### config.mk
export PLATFORM = sky130hd
export DESIGN_NAME = rs232in_fifo
export DESIGN_NICKNAME = d
export VERILOG_FILES = /design/src/rtl/rs232in_fifo.sv
export SDC_FILE = /design/constraint.sdc
export NUM_CORES = 1
export LEC_CHECK = 0
export BUFFER_PORTS_ARGS = -buffer_cell sky130_fd_sc_hd__buf_2
export CORE_MARGIN = 4
export CORE_UTILIZATION = 61
export DETAILED_ROUTE_END_ITERATION = 10
export PLACE_DENSITY = 0.85
export SLEW_MARGIN = 25
export SYNTH_ARGS = -nofsm -noshare
export SYNTH_HDL_FRONTEND = slang
export SYNTH_SLANG_ARGS = --single-unit
### constraint.sdc
create_clock -name clock -period 3.9 [get_ports clock]
set_input_delay 0.78 -clock clock [delete_from_list [all_inputs] [get_ports clock]]
set_output_delay 0.78 -clock clock [all_outputs]
set_load 0.05 [all_outputs]
### src/rtl/rs232in_fifo.sv
// Receive-side byte FIFO behind the rs232in UART receiver: show-ahead valid/ready output,
// sticky overrun flag and saturating drop counter. Define RS232IN_FIFO_AFULL_EN for almost_full.
module rs232in_fifo #(
    parameter int DEPTH_LOG2  = 4,
    parameter int AFULL_LEVEL = 12
) (
    input  logic                  clock,
    input  logic                  reset_n,
    input  logic                  attention,
    input  logic [7:0]            received_data,
    output logic [7:0]            rd_data,
    output logic                  rd_valid,
    input  logic                  rd_ready,
    output logic [DEPTH_LOG2:0]   count,
    output logic                  overrun,
    input  logic                  overrun_clear,
    output logic [7:0]            drop_count
`ifdef RS232IN_FIFO_AFULL_EN
    ,
    output logic                  almost_full
`endif
);

    localparam int PW    = DEPTH_LOG2 + 1;
    localparam int DEPTH = 1 << DEPTH_LOG2;
    localparam logic [PW-1:0] PTR_ONE = PW'(1);

    if (DEPTH_LOG2 < 1 || DEPTH_LOG2 > 10 || AFULL_LEVEL < 0) begin : g_param_check
        $error("rs232in_fifo: DEPTH_LOG2 must be 1..10 and AFULL_LEVEL non-negative");
    end

    logic [7:0]    mem [DEPTH];
    logic [PW-1:0] wptr_q, wptr_d;
    logic [PW-1:0] rptr_q, rptr_d;
    logic [PW-1:0] count_q, count_d;
    logic [7:0]    rd_data_q, rd_data_d;
    logic          rd_valid_q, rd_valid_d;
    logic          overrun_q, overrun_d;
    logic [7:0]    drop_count_q, drop_count_d;

    logic empty, full, push, pop, drop;

    always_comb begin
        // NOTE: combinational blocks use blocking '=' and assign every output first, so no latch is inferred.
        empty = (wptr_q == rptr_q);
        full  = (wptr_q[PW-1] != rptr_q[PW-1]) &&
                (wptr_q[PW-2:0] == rptr_q[PW-2:0]);
        pop   = rd_valid_q & rd_ready;
        push  = attention & (~full | pop);
        drop  = attention & full & ~pop;

        wptr_d  = push ? wptr_q + PTR_ONE : wptr_q;
        rptr_d  = pop  ? rptr_q + PTR_ONE : rptr_q;
        count_d = wptr_d - rptr_d;
        rd_valid_d = (wptr_d != rptr_d);

        // The new head may be the byte being written this very edge, which the array cannot return yet.
        if (wptr_d == rptr_d) begin
            rd_data_d = rd_data_q;
        end else if (push && (wptr_q == rptr_d)) begin
            rd_data_d = received_data;
        end else begin
            rd_data_d = mem[rptr_d[PW-2:0]];
        end

        overrun_d    = overrun_q;
        drop_count_d = drop_count_q;
        if (drop) begin
            overrun_d    = 1'b1;
            drop_count_d = overrun_clear ? 8'd1
                         : (drop_count_q == 8'hFF) ? 8'hFF : drop_count_q + 8'd1;
        end else if (overrun_clear) begin
            overrun_d    = 1'b0;
            drop_count_d = 8'd0;
        end
    end

    // NOTE: the storage array has no reset; emptiness is defined by the pointers alone.
    always_ff @(posedge clock) begin
        if (push) begin
            mem[wptr_q[PW-2:0]] <= received_data;
        end
    end

    // NOTE: sequential state uses non-blocking '<=' so all registers see pre-edge values.
    always_ff @(posedge clock or negedge reset_n) begin
        if (!reset_n) begin
            wptr_q       <= '0;
            rptr_q       <= '0;
            count_q      <= '0;
            rd_data_q    <= '0;
            rd_valid_q   <= 1'b0;
            overrun_q    <= 1'b0;
            drop_count_q <= '0;
        end else begin
            wptr_q       <= wptr_d;
            rptr_q       <= rptr_d;
            count_q      <= count_d;
            rd_data_q    <= rd_data_d;
            rd_valid_q   <= rd_valid_d;
            overrun_q    <= overrun_d;
            drop_count_q <= drop_count_d;
        end
    end

`ifdef RS232IN_FIFO_AFULL_EN
    logic almost_full_q;

    always_ff @(posedge clock or negedge reset_n) begin
        if (!reset_n) begin
            almost_full_q <= 1'b0;
        end else begin
            almost_full_q <= (32'(count_d) >= 32'(AFULL_LEVEL));
        end
    end

    assign almost_full = almost_full_q;
`endif

    assign rd_data    = rd_data_q;
    assign rd_valid   = rd_valid_q;
    assign count      = count_q;
    assign overrun    = overrun_q;
    assign drop_count = drop_count_q;

endmodule

## Word level (Yosys, flattened, before mapping)

Memory sizes are Yosys's and may differ from the RTL's.
Index checks and enable logic that the tools add are counted.

- Mux-type cells: 11
- Equality and inequality tests: 6
- Add/subtract/negate cells: 4
- Reductions and logical operators: 3
- Bitwise logic cells: 7

Operators with widths:

| cell | number |
|---|---|
| 8-bit two-way mux | 5 |
| 5-bit by 1-bit adder with 5-bit output, second input constant | 2 |
| 5-bit == test | 2 |
| 5-bit two-way mux | 2 |
| 8-bit by 1-bit adder with 8-bit output, second input constant | 1 |
| 8-bit == test, second input constant | 1 |
| 5-bit inequality test | 1 |
| 5-bit subtractor | 1 |
| 1-bit bitwise AND | 4 |
| 4-bit == test | 1 |
| 1-bit two-way mux | 4 |
| 1-bit logical AND | 2 |
| 1-bit NOT | 2 |
| 2-bit nonzero test | 1 |
| 1-bit inequality test | 1 |
| 1-bit bitwise OR | 1 |

- Input bits: 13
- Memories kept: 1
- Memory bits (writable): 128
- Flip-flop bits (word level): 33
- Logic and storage cells: 39

Memory list:

| name | depth | bits a word | rd ports | clocked after Yosys merged registers in | wr ports | RTL line | source |
|---|---|---|---|---|---|---|---|
| mem | 16 | 8 | 1 | 0 | 1 | 32 | `logic [7:0] mem [DEPTH];` |

## Longest topological paths before layout

Gate-level depths: netlist of run 1.

- Depth in word-level cells: 7
- Depth in mapped cells: 12

## Worst setup path after synthesis of run 1

Ideal clock, no wire load.

- Path type: input port to flip-flop
- Start: input port rd_ready
- End: register rd_data_q[6] (netlist: rd_data[6])
- Buffers on the path: 3
- Stages on the path: 12
- Data arrival time: 3.185 ns
- Setup slack: 0.590 ns
- Cells stage by stage: buf_4 -> and2_4 -> buf_4 -> nor3_4 -> a21oi_1 -> nand2_1 -> xnor2_1 -> ha_1 -> nand4_1 -> clkbuf_1 -> a2bb2oi_1 -> a21oi_1

- Longest elaborated chain between the ends: 5

Ends and longest elaborated chain:

| what | RTL line | source |
|---|---|---|
| from (decl) | 13 | `input logic rd_ready,` |
| 1-bit bitwise AND | 48 | `pop = rd_valid_q & rd_ready;` |
| 1-bit bitwise OR | 49 | `push = attention & (~full \| pop);` |
| 1-bit bitwise AND | 49 |  |
| 5-bit two-way mux | 52 | `wptr_d = push ? wptr_q + PTR_ONE : wptr_q;` |
| net wptr_d[2] | 33 | `logic [PW-1:0] wptr_q, wptr_d;` |
| 5-bit == test | 58 | `if (wptr_d == rptr_d) begin` |
| to (signal assigned) | 99 | `rd_data_q <= rd_data_d;` |
| to (decl) | 36 | `logic [7:0] rd_data_q, rd_data_d;` |

The timed path passes the listed nets, and every way through them passes these cells.
A chain may end at the register's enable or synchronous reset.

## Final worst setup path of run 1

- Start: register wptr_q[3]
- End: register rd_data_q[0] (netlist: rd_data[0])

- Longest elaborated chain between the ends: 7

Ends and longest elaborated chain:

| what | RTL line | source |
|---|---|---|
| from (decl) | 33 |  |
| from (signal assigned) | 96 | `wptr_q <= wptr_d;` |
| 4-bit == test | 47 | `(wptr_q[PW-2:0] == rptr_q[PW-2:0]);` |
| 1-bit logical AND | 46 | `full = (wptr_q[PW-1] != rptr_q[PW-1]) &&` |
| 1-bit NOT | 49 |  |
| 1-bit bitwise OR | 49 |  |
| 1-bit bitwise AND | 49 |  |
| 5-bit two-way mux * | 52 |  |
| net wptr_d[3] | 33 |  |
| 5-bit == test * | 58 |  |

Mark *: on every way through the listed nets, which the timed path passes. The rest lies on a longest branch.

==> results.sh, run 1 <==
export IMPL_routed_wl_mm=17.89
export IMPL_synth_distinct_cells=53
export IMPL_place_area_sq_um=8100
export IMPL_report_final_slew_viol_count=0
export IMPL_cts_buffers=17
export IMPL_worstSetupStartpointType="flop"
export IMPL_die_h_um=120.7
export IMPL_wl_per_cell_um=22.62
export IMPL_drc=0
export IMPL_antenna_found_initial=0
export IMPL_diodes=0
export IMPL_syn_cell_area_sq_um=7747
export IMPL_rsz0062_at_grt="no"
export IMPL_antenna_left=0
export IMPL_finalClockSkew_ps=8.328
export IMPL_timing_fmax_mhz=287.6
export IMPL_hold_buffers=0
export IMPL_tightest_slew_ps=811.8
export IMPL_area_growth_pct=12.53
export IMPL_die_w_um=120.7
export IMPL_avgSynthCellArea_sq_um=13.62
export IMPL_final_nets=634
export IMPL_cts_repair_resized=0
export IMPL_drv_cap=0
export IMPL_cts_sinks=161
export IMPL_crit_fanout=14
export IMPL_slowest_stage="dfrtp_1"
export IMPL_hp_class="input port to asynchronous set/reset pin"
export IMPL_ys_seq_area_frac=0.6027
export IMPL_dpl_hpwl_mm=11.24
export IMPL_ys_warn_count=0
export IMPL_grt_pass1_vias=5160
export IMPL_n_fill_cell=790
export IMPL_grt_max_degree=57
export IMPL_hold_viol=0
export IMPL_slowest_delay_ps=670
export IMPL_grt_pass1_wl_mm=28.34
export IMPL_drt_pre_antenna_iters=5
export IMPL_peakVddDrop_v=0.0008101
export IMPL_clock_path_buffers=2
export IMPL_cts_tree="yes"
export IMPL_required_ps=4240
export IMPL_multi_input_area_sq_um=2828
export IMPL_drive_gt1_frac=0.1766
export IMPL_arrival_ps=3820
export IMPL_synth_edff_count=128
export IMPL_grt_total_usage=0.2598
export IMPL_critPathBufInv=1
export IMPL_gp_congestion=0.8809
export IMPL_cp_end_kind="flop"
export IMPL_root_buffer="clkbuf_16"
export IMPL_start_util=0.6344
export IMPL_fin_area_sq_um=8718
export IMPL_vias=5174
export IMPL_cp_depth=10
export IMPL_clk_latency_ps=430
export IMPL_path_delay_family="simple AND/OR/NAND/NOR gates"
export IMPL_regArea_sq_um=4673
export IMPL_period_minus_slack_ps=3478
export IMPL_synth_nets=593
export IMPL_clkTransAtPathRegs_ps=60
export IMPL_dieArea_sq_um=14570
export IMPL_powerDensity_nw_per_um2=913.2
export IMPL_setup_viol=0
export IMPL_synth_async_reset_ratio=0.2050
export IMPL_grt_overflow=0
export IMPL_portBuffers=35
export IMPL_viasPerCell=6.541
export IMPL_syn_instance_count=569
export IMPL_io_pins=36
export IMPL_path_class="flop to flop"
export IMPL_total_power_mw=7.962
export IMPL_p_leak_nw=3.378
export IMPL_core_area_sq_um=12210
export IMPL_htreeDepth=4
export IMPL_slew_headroom=0.4568
export IMPL_tns_ps=0
export IMPL_outcome="complete, no violations"
export IMPL_cts_setup_buffers=0
export IMPL_reg2reg_depth=10
export IMPL_rows=40
export IMPL_drt_iter0_markers=666
export IMPL_path_cells="xnor2_1, and3_1, a21oi_1, nand4_1, xnor2_1, ha_1, nand4_1, buf_4, a2bb2oi_1, a21oi_1"
export IMPL_synthFlopType="edfxtp_1"
export IMPL_ys_ff_latch=161
export IMPL_post_route_period_util=0.8917
[synthesized netlist by cell type (2+ instances only)]
cell       count  area (sq um)
a21o_1         2         15.01
mux4_2         8         180.2
nor2b_1       11         68.82
nand3_1       23         115.1
o21ai_0        4         20.02
inv_1         13         48.80
o22ai_1        9         56.30
nand4_1        3         18.77
a311oi_1       3         26.28
nand2_1       21         78.83
a2bb2oi_1      8         70.07
a22oi_1       16         120.1
a21oi_1       25         125.1
and4_1         2         17.52
xor2_2         2         32.53
clkbuf_1      10         37.54
nor3_1        39         195.2
ha_1          10         125.1
o311a_1        8         80.08
buf_6          4         45.04
mux2i_1       81         810.8
xor2_1         6         52.55
buf_1          3         11.26
edfxtp_1     128          3844
xnor2_1        7         61.31
inv_2          2         7.510
buf_4          6         45.04
nand2b_1       2         12.51
a211o_1       18         157.7
nor2_1        27         101.4
buf_2         10         50.05
dfrtp_1       33         825.8
or2_2          2         12.51
and3_1         4         25.02
[where the power goes]
group | leakage (nW) | internal [mW] | switching (mW)
clock | 0.299 | 1.07 | 0.677
combinational | 1.52 | 1.51 | 2.27
sequential | 1.56 | 2.16 | 0.281
total | 3.38 | 4.74 | 3.22
[cells by family after synthesis]
group           share of synthesized area
fa+ha+maj                         0.01873
simple gates                      0.09270
buf+inv                           0.03230
flops                              0.6027
mux                                0.1294
compound gates                    0.09642
xor+xnor                          0.02778
[state kept, by name, summed over array words and instances, names as in the netlist]
| name | flops |
|---|---|
| mem | 128 |
| wptr_q | 5 |
| count | 5 |
| rd_valid | 1 |
| overrun | 1 |
| drop_count | 8 |
| rptr_q | 5 |
| rd_data | 8 |
[layout make-up]
class / count / area share
clock buffer: 19 / 0.04966
inverter: 15 / 0.006458
timing repair buffer: 56 / 0.03817
sequential: 161 / 0.5360
tap: 168 / 0.02411
clock inverter: 13 / 0.02124
multi-input combinational: 359 / 0.3243
[per-stage QoR]
step	std cells	setup WS, ps	hold WS (ps)	utilization
after floorplan	569	590.4	484.4	-
after global placement	759	456.1	507.6	0.6633
after detailed placement	759	263.6	521.4	0.6633
after CTS	791	504.6	416.6	0.7139
after global routing	791	192.5	464.1	0.7139
final	791	422.4	407.3	0.7139
[worst paths after layout]
| kind | to | startpoint | slack (ps) |
|---|---|---|---|
| max | rd_data[0] | wptr_q[3] | 420 |
| min | rptr_q[4] | reset_n | 410 |
| max reg2reg | rd_data[0] | wptr_q[3] | 420 |
| min reg2reg | overrun | overrun | 520 |
| max in group asynchronous | rptr_q[0] | reset_n | 2960 |
| min in group clock | overrun | overrun | 520 |
[layer usage]
layer | track usage | vias to the layer above | share of wire
met5 | 0 | - | 0
met4 | 0.1317 | 0 | 0.039
met3 | 0.05566 | 58 | 0.077
met2 | 0.4216 | 287 | 0.49
met1 | 0.3322 | 2548 | 0.39
li1 | - | 2281 | -
[layout by cell type, fill, tap and decap left out, types with 4 or more instances in the layout]
| master | count |
|---|---|
| edfxtp_1 | 128 |
| mux2i_1 | 81 |
| nor3_1 | 39 |
| buf_2 | 35 |
| dfrtp_1 | 32 |
| nor2_1 | 27 |
| a21oi_1 | 25 |
| nand3_1 | 23 |
| nand2_1 | 21 |
| buf_4 | 21 |
| a211o_1 | 18 |
| clkbuf_16 | 17 |
| a22oi_1 | 16 |
| inv_1 | 13 |
| nor2b_1 | 11 |
| ha_1 | 10 |
| o22ai_1 | 9 |
| mux4_2 | 8 |
| o311a_1 | 8 |
| a2bb2oi_1 | 8 |
| xnor2_1 | 7 |
| xor2_1 | 6 |
| and3_1 | 4 |
| o21ai_0 | 4 |
| bufinv_16 | 4 |
Note: power is estimated with default switching activity, not from simulation.
==> run 2, diff against run 1 <==
Settings changed: PLACE_DENSITY 0.85 to default, PLACE_DENSITY_LB_ADDON from default to 0.15.
==> run 2 against run 1 <==
Compared with the run above:
- fmax up 6.0%
- die area unchanged
- sequential power down 2%
- via count down 4.4%
- non-clock buffer count unchanged
- count of clock-buffer cells in the layout down 2
- combinational power down 3%
- cell area down 0.23%
- total power down 3.0%
- register-to-register slack better by 200 ps
- critical path type unchanged
- critical endpoint is now count[4]
- largest power group unchanged
- highest routed layer unchanged
==> results.sh, run 2 (synthesis gave the netlist of run 1 again) <==
export IMPL_path_class="flop to flop"
export IMPL_slew_headroom=0.3885
export IMPL_arrival_ps=3630
export IMPL_period_minus_slack_ps=3281
export IMPL_place_area_sq_um=8100
export IMPL_powerDensity_nw_per_um2=888.1
export IMPL_total_power_mw=7.725
export IMPL_r2r_end="count[4]"
export IMPL_path_cells="ha_1, buf_4, nand3_1, nand2_1, inv_1, fa_1, a21o_1, a21oi_1, xor2_1"
export IMPL_worstSetupStartpointType="flop"
export IMPL_p_leak_nw=3.370
export IMPL_antenna_found_initial=0
export IMPL_top_usage_layer="met2"
export IMPL_vias=4945
export IMPL_wl_per_cell_um=21.42
export IMPL_slowest_stage="nand2_1"
export IMPL_die_w_um=120.7
export IMPL_grt_max_degree=44
export IMPL_drive_gt1_frac=0.1798
export IMPL_grt_pass1_wl_mm=26.37
export IMPL_viasPerCell=6.252
export IMPL_outcome="complete, no violations"
export IMPL_slowest_delay_ps=560
export IMPL_r2r_slack_ps=620
export IMPL_hold_viol=0
export IMPL_htreeDepth=4
export IMPL_tns_ps=0
export IMPL_finalClockSkew_ps=9.131
export IMPL_largest_reg_flops=128
export IMPL_drv_cap=0
export IMPL_routed_wl_mm=16.95
export IMPL_hp_class="input port to asynchronous set/reset pin"
export IMPL_required_ps=4240
export IMPL_grt_overflow=0
export IMPL_drt_iter0_markers=444
export IMPL_dp_worst_setup_slack_ps=545.6
export IMPL_reg2reg_depth=9
export IMPL_mostFrequentLayoutCells="128 x edfxtp_1, 81 x mux2i_1, 39 x nor3_1"
export IMPL_critPathBufInv=2
export IMPL_clkTransAtPathRegs_ps=70
export IMPL_grt_use_met3=0.05987
export IMPL_antenna_left=0
export IMPL_cts_repair_resized=0
export IMPL_path_delay_family="simple AND/OR/NAND/NOR gates"
export IMPL_final_nets=634
export IMPL_layout_commonest_cell="edfxtp_1"
export IMPL_grt_total_usage=0.2433
export IMPL_timing_fmax_mhz=304.8
export IMPL_report_final_slew_viol_count=0
export IMPL_cts_sinks=161
export IMPL_rsz0062_at_grt="no"
export IMPL_fin_area_sq_um=8698
export IMPL_use_met1=0.3217
export IMPL_portBuffers=35
export IMPL_setup_slack_ps=619.0
export IMPL_cp_startpoint="rptr_q[0]"
export IMPL_grt_pass1_vias=4823
export IMPL_start_util=0.6344
export IMPL_cts_buffers=17
export IMPL_dpl_hpwl_mm=11.07
export IMPL_core_area_sq_um=12210
export IMPL_cts_tree="yes"
export IMPL_gp_congestion=0.8361
export IMPL_n_fill_cell=871
export IMPL_diodes=0
export IMPL_regArea_sq_um=4673
export IMPL_io_pins=36
export IMPL_hold_buffers=0
export IMPL_grt_met2_usage=0.3874
export IMPL_cp_end_kind="flop"
export IMPL_crit_fanout=20
export IMPL_clk_latency_ps=430
export IMPL_die_h_um=120.7
export IMPL_peakVddDrop_v=0.0005987
export IMPL_post_route_period_util=0.8413
export IMPL_drt_pre_antenna_iters=5
export IMPL_clock_path_buffers=2
export IMPL_multi_input_area_sq_um=2828
export IMPL_cp_depth=9
export IMPL_crit_end="count[4]"
export IMPL_setup_viol=0
export IMPL_cts_setup_buffers=0
export IMPL_drc=0
export IMPL_dieArea_sq_um=14570
export IMPL_area_growth_pct=12.27
export IMPL_finalHoldWorstSlack_ps=416.6
export IMPL_rows=40
export IMPL_tightest_slew_ps=917.2
export IMPL_r2r_start="rptr_q[0]"
export IMPL_root_buffer="clkbuf_16"
==> run 2: changes by cell type in the layout (fill, tap and decap cells not counted) <==
| cell | previous run | this run |
|---|---|---|
| bufinv_16 | 4 | 2 |
| clkbuf_1 | 2 | 0 |
| clkinv_4 | 3 | 5 |
| inv_8 | 0 | 2 |
| inv_6 | 2 | 4 |
| clkinv_2 | 2 | 0 |
==> run 2: per-stage QoR <==
stage / util / instances
2_1_floorplan: - / 569
3_3_place_gp: 0.6633 / 759
3_5_place_dp: 0.6633 / 759
4_1_cts: 0.7123 / 791
5_1_grt: 0.7123 / 791
6_report: 0.7123 / 791
==> run 2: worst reg2reg max path, delay by kind of cell (launching register included) <==
family	cells	cell delay (ps)
AO/OA/AOI/OAI	2	360
flip-flops	1	500
adder cells (fa/ha/maj)	2	780
buffers and inverters	2	440
XOR/XNOR	1	180
AND/OR/NAND/NOR	2	940
==> run 2: power breakdown <==
| group | leakage [nW] | switching, mW | internal [mW] |
|---|---|---|---|
| Sequential | 1.56 | 0.231 | 2.16 |
| Combinational | 1.52 | 2.19 | 1.48 |
| Clock | 0.290 | 0.706 | 0.960 |
| Total | 3.37 | 3.13 | 4.60 |
==> run 2: worst min-delay path by stage <==
stage	from	endpoint	slack, ps	depth (start not counted)
after global routing	reset_n	drop_count[4]	480	1
final	reset_n	drop_count[4]	420	1
after floorplan	reset_n	count[0]	480	0
after detailed placement	overrun	overrun	520	2
after CTS	reset_n	drop_count[0]	440	1
after global placement	overrun	overrun	510	2
==> run 2: area by class of cell <==
class / count / share of cell area
Tap cell: 168 / 0.02417
Timing Repair Buffer: 56 / 0.03826
Clock buffer: 17 / 0.04891
Inverter: 15 / 0.006473
Clock inverter: 15 / 0.01985
Multi-Input combinational cell: 359 / 0.3251
Sequential cell: 161 / 0.5373
==> run 2: layer usage <==
| metal | up-vias | part of all wire |
|---|---|---|
| li1 | 2276 | - |
| met4 | 0 | 0.024 |
| met2 | 190 | 0.50 |
| met5 | - | 0 |
| met1 | 2442 | 0.41 |
| met3 | 37 | 0.065 |
